[config.mk]
export PLATFORM = sky130hd
export DESIGN_NAME = i2c_master_rw
export DESIGN_NICKNAME = d
export VERILOG_FILES = /design/src/rtl/i2c_master_rw.sv
export SDC_FILE = /design/constraint.sdc
export NUM_CORES = 1
export LEC_CHECK = 0
export CORE_MARGIN = 8
export CORE_UTILIZATION = 56
export CTS_BUF_LIST = sky130_fd_sc_hd__clkbuf_16
export CTS_CLUSTER_DIAMETER = 30
export DETAILED_ROUTE_END_ITERATION = 10
export PLACE_DENSITY_LB_ADDON = 0.1
export SLEW_MARGIN = 10
export SYNTH_ARGS = -nofsm -noshare
export SYNTH_HDL_FRONTEND = slang
export SYNTH_SLANG_ARGS = --single-unit
[constraint.sdc]
create_clock -name i_clk -period 3.8 [get_ports i_clk]
set_clock_uncertainty 0.05 [all_clocks]
set_input_delay 1.14 -clock i_clk [delete_from_list [all_inputs] [get_ports i_clk]]
set_output_delay 1.14 -clock i_clk [all_outputs]
set_load 0.05 [all_outputs]
[src/rtl/i2c_master_rw.sv]
// rtl/i2c_master_rw.sv - multi-byte I2C master read/write engine with programmable SCL divider
// Optional SCL clock stretching is enabled by defining I2C_CLOCK_STRETCH_EN.
module i2c_master_rw #(
   parameter int CLK_DIV   = 4,
   parameter int MAX_BYTES = 16,
   parameter int LEN_W     = 5
) (
   input  logic             i_clk,
   input  logic             i_reset,
   input  logic             i_start,
   input  logic [6:0]       i_address,
   input  logic             i_rw,
   input  logic [LEN_W-1:0] i_length,
   input  logic [7:0]       i_tx_data,
   input  logic             i_tx_valid,
   output logic             o_tx_ready,
   output logic [7:0]       o_rx_data,
   output logic             o_rx_valid,
   output logic             o_busy,
   output logic             o_done,
   output logic             o_nack,
   input  logic             i_sda_in,
   output logic             o_sda_oe,
   input  logic             i_scl_in,
   output logic             o_scl_oe
);
   typedef enum logic [3:0] {
      S_IDLE, S_START, S_ADDR, S_AACK, S_WDATA, S_WACK, S_RDATA, S_RACK, S_STOP
   } state_t;

   localparam int QW = $clog2(CLK_DIV);
   localparam logic [QW-1:0]    Q_LAST  = QW'(CLK_DIV - 1);
   localparam logic [LEN_W-1:0] LEN_MAX = LEN_W'(MAX_BYTES);
   localparam logic [LEN_W-1:0] LEN_ONE = LEN_W'(1);

   state_t           r_state, w_next;
   logic [QW-1:0]    r_qcnt;
   logic [1:0]       r_q;
   logic [2:0]       r_bit;
   logic [7:0]       r_shift;
   logic [LEN_W-1:0] r_remain;
   logic             r_rw, r_ack_bit, r_nack_pend;
   logic             r_busy, r_done, r_nack, r_rx_valid;
   logic [7:0]       r_rx_data;
   logic             w_in_slot, w_stretch, w_tx_req, w_hold, w_sample, w_slot_end;

   assign w_in_slot = (r_state != S_IDLE) && (r_state != S_START);
`ifdef I2C_CLOCK_STRETCH_EN
   assign w_stretch = w_in_slot && (r_q == 2'd2) && !i_scl_in;
`else
   logic w_unused_scl;
   assign w_unused_scl = i_scl_in & w_in_slot;
   assign w_stretch    = 1'b0;
`endif

   // The quarter counter parks on q0 of bit 7 until the write byte is supplied.
   assign w_tx_req   = (r_state == S_WDATA) && (r_bit == 3'd7) && (r_q == 2'd0) && (r_qcnt == '0);
   assign w_hold     = (w_tx_req && !i_tx_valid) || w_stretch;
   assign w_sample   = !w_hold && (r_q == 2'd2) && (r_qcnt == Q_LAST);
   assign w_slot_end = !w_hold && (r_q == 2'd3) && (r_qcnt == Q_LAST);

   always_ff @(posedge i_clk) begin
      if (i_reset) r_state <= S_IDLE;
      else         r_state <= w_next;
   end

   always_comb begin
      w_next = r_state;
      case (r_state)
         S_IDLE:  if (i_start) w_next = S_START;
         S_START: if (w_slot_end) w_next = S_ADDR;
         S_ADDR:  if (w_slot_end && r_bit == 3'd0) w_next = S_AACK;
         S_AACK:
            if (w_slot_end) begin
               if (r_ack_bit || r_remain == '0) w_next = S_STOP;
               else if (r_rw)                   w_next = S_RDATA;
               else                             w_next = S_WDATA;
            end
         S_WDATA: if (w_slot_end && r_bit == 3'd0) w_next = S_WACK;
         S_WACK:  if (w_slot_end) w_next = (r_ack_bit || r_remain <= LEN_ONE) ? S_STOP : S_WDATA;
         S_RDATA: if (w_slot_end && r_bit == 3'd0) w_next = S_RACK;
         S_RACK:  if (w_slot_end) w_next = (r_remain <= LEN_ONE) ? S_STOP : S_RDATA;
         S_STOP:  if (w_slot_end) w_next = S_IDLE;
         default: w_next = S_IDLE;
      endcase
   end

   always_ff @(posedge i_clk) begin
      if (i_reset) begin
         r_qcnt      <= '0;
         r_q         <= 2'd0;
         r_bit       <= 3'd7;
         r_shift     <= 8'h00;
         r_remain    <= '0;
         r_rw        <= 1'b0;
         r_ack_bit   <= 1'b0;
         r_nack_pend <= 1'b0;
         r_busy      <= 1'b0;
         r_done      <= 1'b0;
         r_nack      <= 1'b0;
         r_rx_valid  <= 1'b0;
         r_rx_data   <= 8'h00;
      end else begin
         r_done     <= 1'b0;
         r_rx_valid <= 1'b0;
         if (r_state == S_IDLE) begin
            r_qcnt <= '0;
            r_q    <= 2'd0;
            r_bit  <= 3'd7;
            if (i_start) begin
               r_shift     <= {i_address, i_rw};
               r_rw        <= i_rw;
               r_remain    <= (i_length > LEN_MAX) ? LEN_MAX : i_length;
               r_busy      <= 1'b1;
               r_nack      <= 1'b0;
               r_nack_pend <= 1'b0;
            end
         end else begin
            if (!w_hold) begin
               if (r_qcnt == Q_LAST) begin
                  r_qcnt <= '0;
                  r_q    <= r_q + 2'd1;
               end else begin
                  r_qcnt <= r_qcnt + 1'b1;
               end
            end
            if (w_tx_req && i_tx_valid) r_shift <= i_tx_data;
            if (w_sample) begin
               r_ack_bit <= i_sda_in;
               if (r_state == S_RDATA) begin
                  r_shift <= {r_shift[6:0], i_sda_in};
                  if (r_bit == 3'd0) begin
                     r_rx_data  <= {r_shift[6:0], i_sda_in};
                     r_rx_valid <= 1'b1;
                  end
               end
            end
            if (w_slot_end) begin
               case (r_state)
                  S_ADDR, S_WDATA: begin
                     r_bit   <= r_bit - 3'd1;
                     r_shift <= {r_shift[6:0], 1'b0};
                  end
                  S_RDATA: r_bit <= r_bit - 3'd1;
                  S_AACK:  r_nack_pend <= r_ack_bit;
                  S_WACK: begin
                     r_nack_pend <= r_ack_bit;
                     if (!r_ack_bit && r_remain != '0) r_remain <= r_remain - 1'b1;
                  end
                  S_RACK: if (r_remain != '0) r_remain <= r_remain - 1'b1;
                  S_STOP: begin
                     r_busy <= 1'b0;
                     r_done <= 1'b1;
                     r_nack <= r_nack_pend;
                  end
                  default: ;
               endcase
            end
         end
      end
   end

   // SCL is pulled low in q0-q1 of every bit slot; SDA only ever moves while SCL is low.
   always_comb begin
      o_sda_oe   = 1'b0;
      o_scl_oe   = 1'b0;
      o_tx_ready = w_tx_req;
      case (r_state)
         S_START: begin
            o_sda_oe = 1'b1;
            o_scl_oe = r_q[1];
         end
         S_ADDR, S_WDATA: begin
            o_sda_oe = !r_shift[7];
            o_scl_oe = !r_q[1];
         end
         S_AACK, S_WACK, S_RDATA: o_scl_oe = !r_q[1];
         S_RACK: begin
            o_sda_oe = (r_remain > LEN_ONE);
            o_scl_oe = !r_q[1];
         end
         S_STOP: begin
            o_sda_oe = !r_q[1];
            o_scl_oe = (r_q == 2'd0);
         end
         default: ;
      endcase
   end

   assign o_rx_data  = r_rx_data;
   assign o_rx_valid = r_rx_valid;
   assign o_busy     = r_busy;
   assign o_done     = r_done;
   assign o_nack     = r_nack;
endmodule
Yosys cells after proc, flatten, opt, wreduce, memory -nomap -nowiden
Index checks and enable logic that the tools add are counted.
Word-level totals
  register bits after elaboration: 39
  input port bits: 27
  output and inout bits: 15
  logic and storage cells: 137
Cells by class
  add/sub/neg operators: 4
  order comparisons: 3
  equal/unequal tests: 23
  muxes and demuxes: 44
  bitwise logic cells: 5
  reductions and logical operators: 44
Operators with widths (count)
  $mux 8: 7
  $mux 4: 12
  $pmux 4 s9: 1
  $mux 5: 6
  $eq 4x3->1 const B: 4
  $ne 2x2->1 const B: 8
  $mux 1: 13
  $logic_and 1x1->1: 11
  $pmux 5 s2: 1
  $reduce_and 9->1: 1
  $eq 4x2->1 const B: 2
  $reduce_and 2->1: 4
  $eq 2x2->1 const B: 3
  $ne 3x3->1 const B: 2
  $reduce_and 3->1: 2
  $reduce_bool 2->1: 3
  $reduce_or 2->1: 3
  $reduce_or 3->1: 2
  $reduce_or 6->1: 1
  $gt 5x1->1 const B: 1
  $gt 5x5->1 const B: 1
  $le 5x1->1 const B: 1
  $logic_not 1->1: 5
  $logic_not 5->1: 1
  20 further kinds: 28

Depth between registers and ports, before layout
  depth in word-level cells: 12
  mapped depth: 8
  depth with buffers taken out: 7

Least setup slack after synthesis
OpenSTA, ideal clock, no wires.
  path type: register to output
  start point: reg r_state[1]
  end point: out o_scl_oe
  arrival time: 1.884 ns
  required time: 2.610 ns
  setup slack: 0.726 ns
  stages on the path, launching flop included: 6
  path buffers: 1
  path through: dfxtp_1 -> buf_4 -> nor2_4 -> nand3_1 -> o21a_1 -> o21ai_0
Between the ends
  word-level cells in the longest chain between the ends: 3
  elaborated cells between the ends (all ways): 10
  those cells by class: eq/ne (8); mux (1); reduce/logical (1)
Ends and longest elaborated chain
  start, declared: RTL line 36  | state_t r_state, w_next;
  start signal, assigned: RTL line 64  | else r_state <= w_next;
  $eq 4x3->1 / $eq 4x2->1 (equally long branches): RTL line 168  | case (r_state)
  $reduce_or 6->1 (no source line)
  $pmux 1 s3 (*): RTL line 168
  end, declared: RTL line 25  | output logic o_scl_oe
Every way passes the cells marked *; elsewhere a longest branch is shown, timed or not.

Worst setup path after layout
  start point: reg r_remain[1]
  end point: out o_sda_oe
Between the ends
  word-level cells in the longest chain between the ends: 2
Ends and longest elaborated chain
  start, declared: RTL line 41  | logic [LEN_W-1:0] r_remain;
  start signal, assigned: RTL line 113  | r_remain <= (i_length > LEN_MAX) ? LEN_MAX : i_length;
  start signal, assigned: RTL line 148  | if (!r_ack_bit && r_remain != '0) r_remain <= r_remain - 1'b1;
  start signal, assigned: RTL line 150  | S_RACK: if (r_remain != '0) r_remain <= r_remain - 1'b1;
  $gt 5x1->1: RTL line 179  | o_sda_oe = (r_remain > LEN_ONE);
  $pmux 1 s4: RTL line 168
  end, declared: RTL line 23  | output logic o_sda_oe,
Every way passes these cells.

==> impl_metrics.json <==
{
  "final.hold.worst_slack_ps": 420,
  "netlist_top_cells_area": "dfxtp_1 (34%), mux2i_1 (9.5%), ha_1 (6.5%), mux2_2 (3.9%), nor2_1 (3.4%)",
  "crit_type": "reg -> out",
  "crit_path_top_delay_cell": "clkdlybuf4s50_1",
  "top_level_ports": 42,
  "synth_enable_flop_cells": 0,
  "rr_startpoint": "r_state[2]",
  "setup_tns_final_ps": 0,
  "number_of_instances_on_the_worst_hold_path": 2,
  "drt_iter0_markers": 158,
  "fp.dieArea_um2": 6470,
  "critical-path-top-delay-family": "buffers and inverters",
  "worst-slew-pin-transition_ps": 561,
  "crit_chain": "inv_1, ha_1, o21bai_1, a21oi_1, o21bai_1, a21oi_1, clkdlybuf4s50_1",
  "path_buf_inv": 2,
  "h-tree-depth": 2,
  "path_depth": 7,
  "detail_route.first_pass.iterations": 4,
  "post-route-worst-setup-slack_ps": 217,
  "post_route_cells_drive_above_1_share": 0.126,
  "synthDominantAreaCellType": "dfxtp_1",
  "fp-row-count": 23,
  "finalSetupViolCount": 0,
  "min-delay-path-class": "reg -> reg",
  "hold_buffers": 0,
  "ys_seq_area_frac": 0.336,
  "cts_tree": "done",
  "core_um2": 4000,
  "wl_per_cell_um": 16.1,
  "critPathMaxFanout": 4,
  "grt_max_degree": 32,
  "clk-insertion-delay-late_ps": 270,
  "rsz0062_at_grt": "false",
  "post-cts-setup-buffers": 0,
  "setup.worst_path.start_class": "flop",
  "grt_pass1_vias": 2010,
  "nNetsFinal": 332,
  "avgViaCountPerCell": 5.89,
  "detail_route.wirelength.met1_um": 2620,
  "cts-resized-gates": 0,
  "post_synthesis_cell_count": 256,
  "hold_violations": 0,
  "worst-endpoint-arrival_ps": 2390,
  "dp_cells": 336,
  "drv_slew": 0,
  "met3WireLength_um": 288,
  "wl_um": 5530,
  "floorplan.die.width_um": 80.4,
  "dp_worst_setup_slack_ps": 491,
  "detailed_place_hpwl_um": 3980,
  "syn_to_final_growth_pct": 23.5,
  "mappedNetlistArea_um2": 2320,
  "power_density_nw_per_um2": 633,
  "worstRegToRegCells": 5,
  "number_of_antenna_violations_at_the_first_check_in_global_routing": 0,
  "numCtsBuffers": 5,
  "end_kind": "output pin",
  "met2_length_um": 2580,
  "final_min_period_over_clock_period": 0.943,
  "ctsLongestPathBuffers": 2,
  "routabilityCongestion": 0.823,
  "vdd.ir_drop.worst_mv": 0.334,
  "top_layer": "met4",
  "critical_path.max_stage_delay_ps": 830,
  "cts-root-buf": "clkbuf_16",
  "detail-route-antenna-nets": 0,
  "post_cts_clock_slew_at_the_launch_and_capture_registers_of_the_worst_setup_and_hold_paths_ps": 50,
  "port_buffers": 40,
  "ys_warn_count": 0,
  "grt_util_all_layers": 0.184,
  "post_synth_num_cell_types": 58,
  "hold_path_startpoint": "o_nack",
  "leakagePower_nw": 1.12,
  "status": "finished, final reports clean",
  "antenna_cells_inserted": 0,
  "synthesis.nets": 295,
  "synth.ff_latch_count": 39,
  "global_route.overflow_total": 0,
  "final_cells": 344,
  "wire_length_of_the_first_global_routing_pass_um": 9580,
  "timing.max_slew.rel_slack": 0.625,
  "synth_ff_type": "dfxtp_1",
  "num_vias": 2027,
  "synthMostInstantiatedCell": "dfxtp_1",
  "timing.max_cap.violations": 0,
  "achievable-frequency_ghz": 0.279,
  "period_needed_ps": 3580,
  "syn_area_per_cell_um2": 9.08,
  "cp.required_ps": 2610,
  "crit_start": "r_remain[1]",
  "drc": 0,
  "chipHeight_um": 80.4,
  "initial_utilization": 0.581,
  "postSynth.asyncResetShare": 0,
  "synth_largest_type_area_fraction": 0.336,
  "sinks_on_the_clock_net": 39,
  "synth.top_cells.by_count": "dfxtp_1 (39), mux2i_1 (22), nor2_1 (21)"
}
## metal layers
layer | vias up | GRT usage
li1 | 1006 | -
met1 | 963 | 0.232
met2 | 53 | 0.299
met3 | 5 | 0.0513
met4 | 0 | 0.0509
met5 | - | 0
## stage by stage
stage | total power, W | utilization | cell area, um2
after floorplan | 0.00125 | - | 2320
after global placement | 0.00142 | 0.683 | 2730
after detailed placement | 0.00143 | 0.683 | 2730
after CTS | 0.00183 | 0.717 | 2870
after global routing | 0.00195 | 0.717 | 2870
final | 0.00181 | 0.717 | 2870
## worst register-to-register path, stage by stage (launching register included)
cell	delay, ps
dfxtp_1	670
nand2b_2	190
nor3_2	350
and2_1	530
mux2i_1	250
nor2_1	50
## cells in the final DEF, fill, tap and decap left out, types with 3 or more instances in the layout
cell type and n:
nand3_1 5, clkbuf_16 5, nand4_1 3, mux2i_1 22
nor3_2 3, a22oi_1 9, ha_1 12, o21ai_0 4
dfxtp_1 39, nor3_1 6, nor4_1 3, o22ai_1 8
clkdlybuf4s50_1 40, o21ai_1 3, mux2_2 8, nand2_1 16
o32ai_1 3, o21a_1 3, inv_1 14, nor2_1 21
a32o_1 3, a31oi_1 3, buf_4 5, a21oi_1 13
## path summary, 6_finish.rpt
| check | endpoint | slack [ps] |
|---|---|---|
| hold reg to reg | o_nack | 420 |
| setup reg to reg | o_rx_data[0] | 1590 |
| setup / recovery | o_sda_oe | 220 |
| hold / removal | o_nack | 420 |
## state kept, by name, indices dropped and copies added, names as in the netlist
name and cells:
r_remain 5, o_busy 1, r_q 2, r_nack_pend 1, o_rx_valid 1, o_rx_data 8
r_bit 3, o_nack 1, o_done 1, r_ack_bit 1, r_state 4, r_qcnt 2
r_rw 1, r_shift 8
## report_power, final
group | switching, W | total, W | internal (W) | leakage, nW
logic | 0.000489 | 0.000839 | 0.000351 | 0.723
clock network | 0.000152 | 0.000389 | 0.000237 | 0.0762
registers | 0.000107 | 0.000586 | 0.000479 | 0.317
## cells by family (layout without fill, tap and decap cells)
group,after synthesis,in the layout,synth area share
adder cells (fa/ha/maj),12,12,0.0646
flip-flops,39,39,0.336
buffers and inverters,28,66,0.0635
AO/OA/AOI/OAI,62,62,0.190
AND/OR/NAND/NOR,81,81,0.189
XOR/XNOR,4,4,0.0232
multiplexers,30,30,0.134
## area by class of cell
type | instances | area, um2
Multi-Input combinational cell | 189 | 1400
Inverter | 13 | 48.8
Sequential cell | 39 | 781
Tap cell | 50 | 62.6
Fill cell | 317 | 1130
Timing Repair Buffer | 45 | 438
Clock inverter | 3 | 12.5
Clock buffer | 5 | 125
Note: power is estimated with default switching activity, not from simulation.
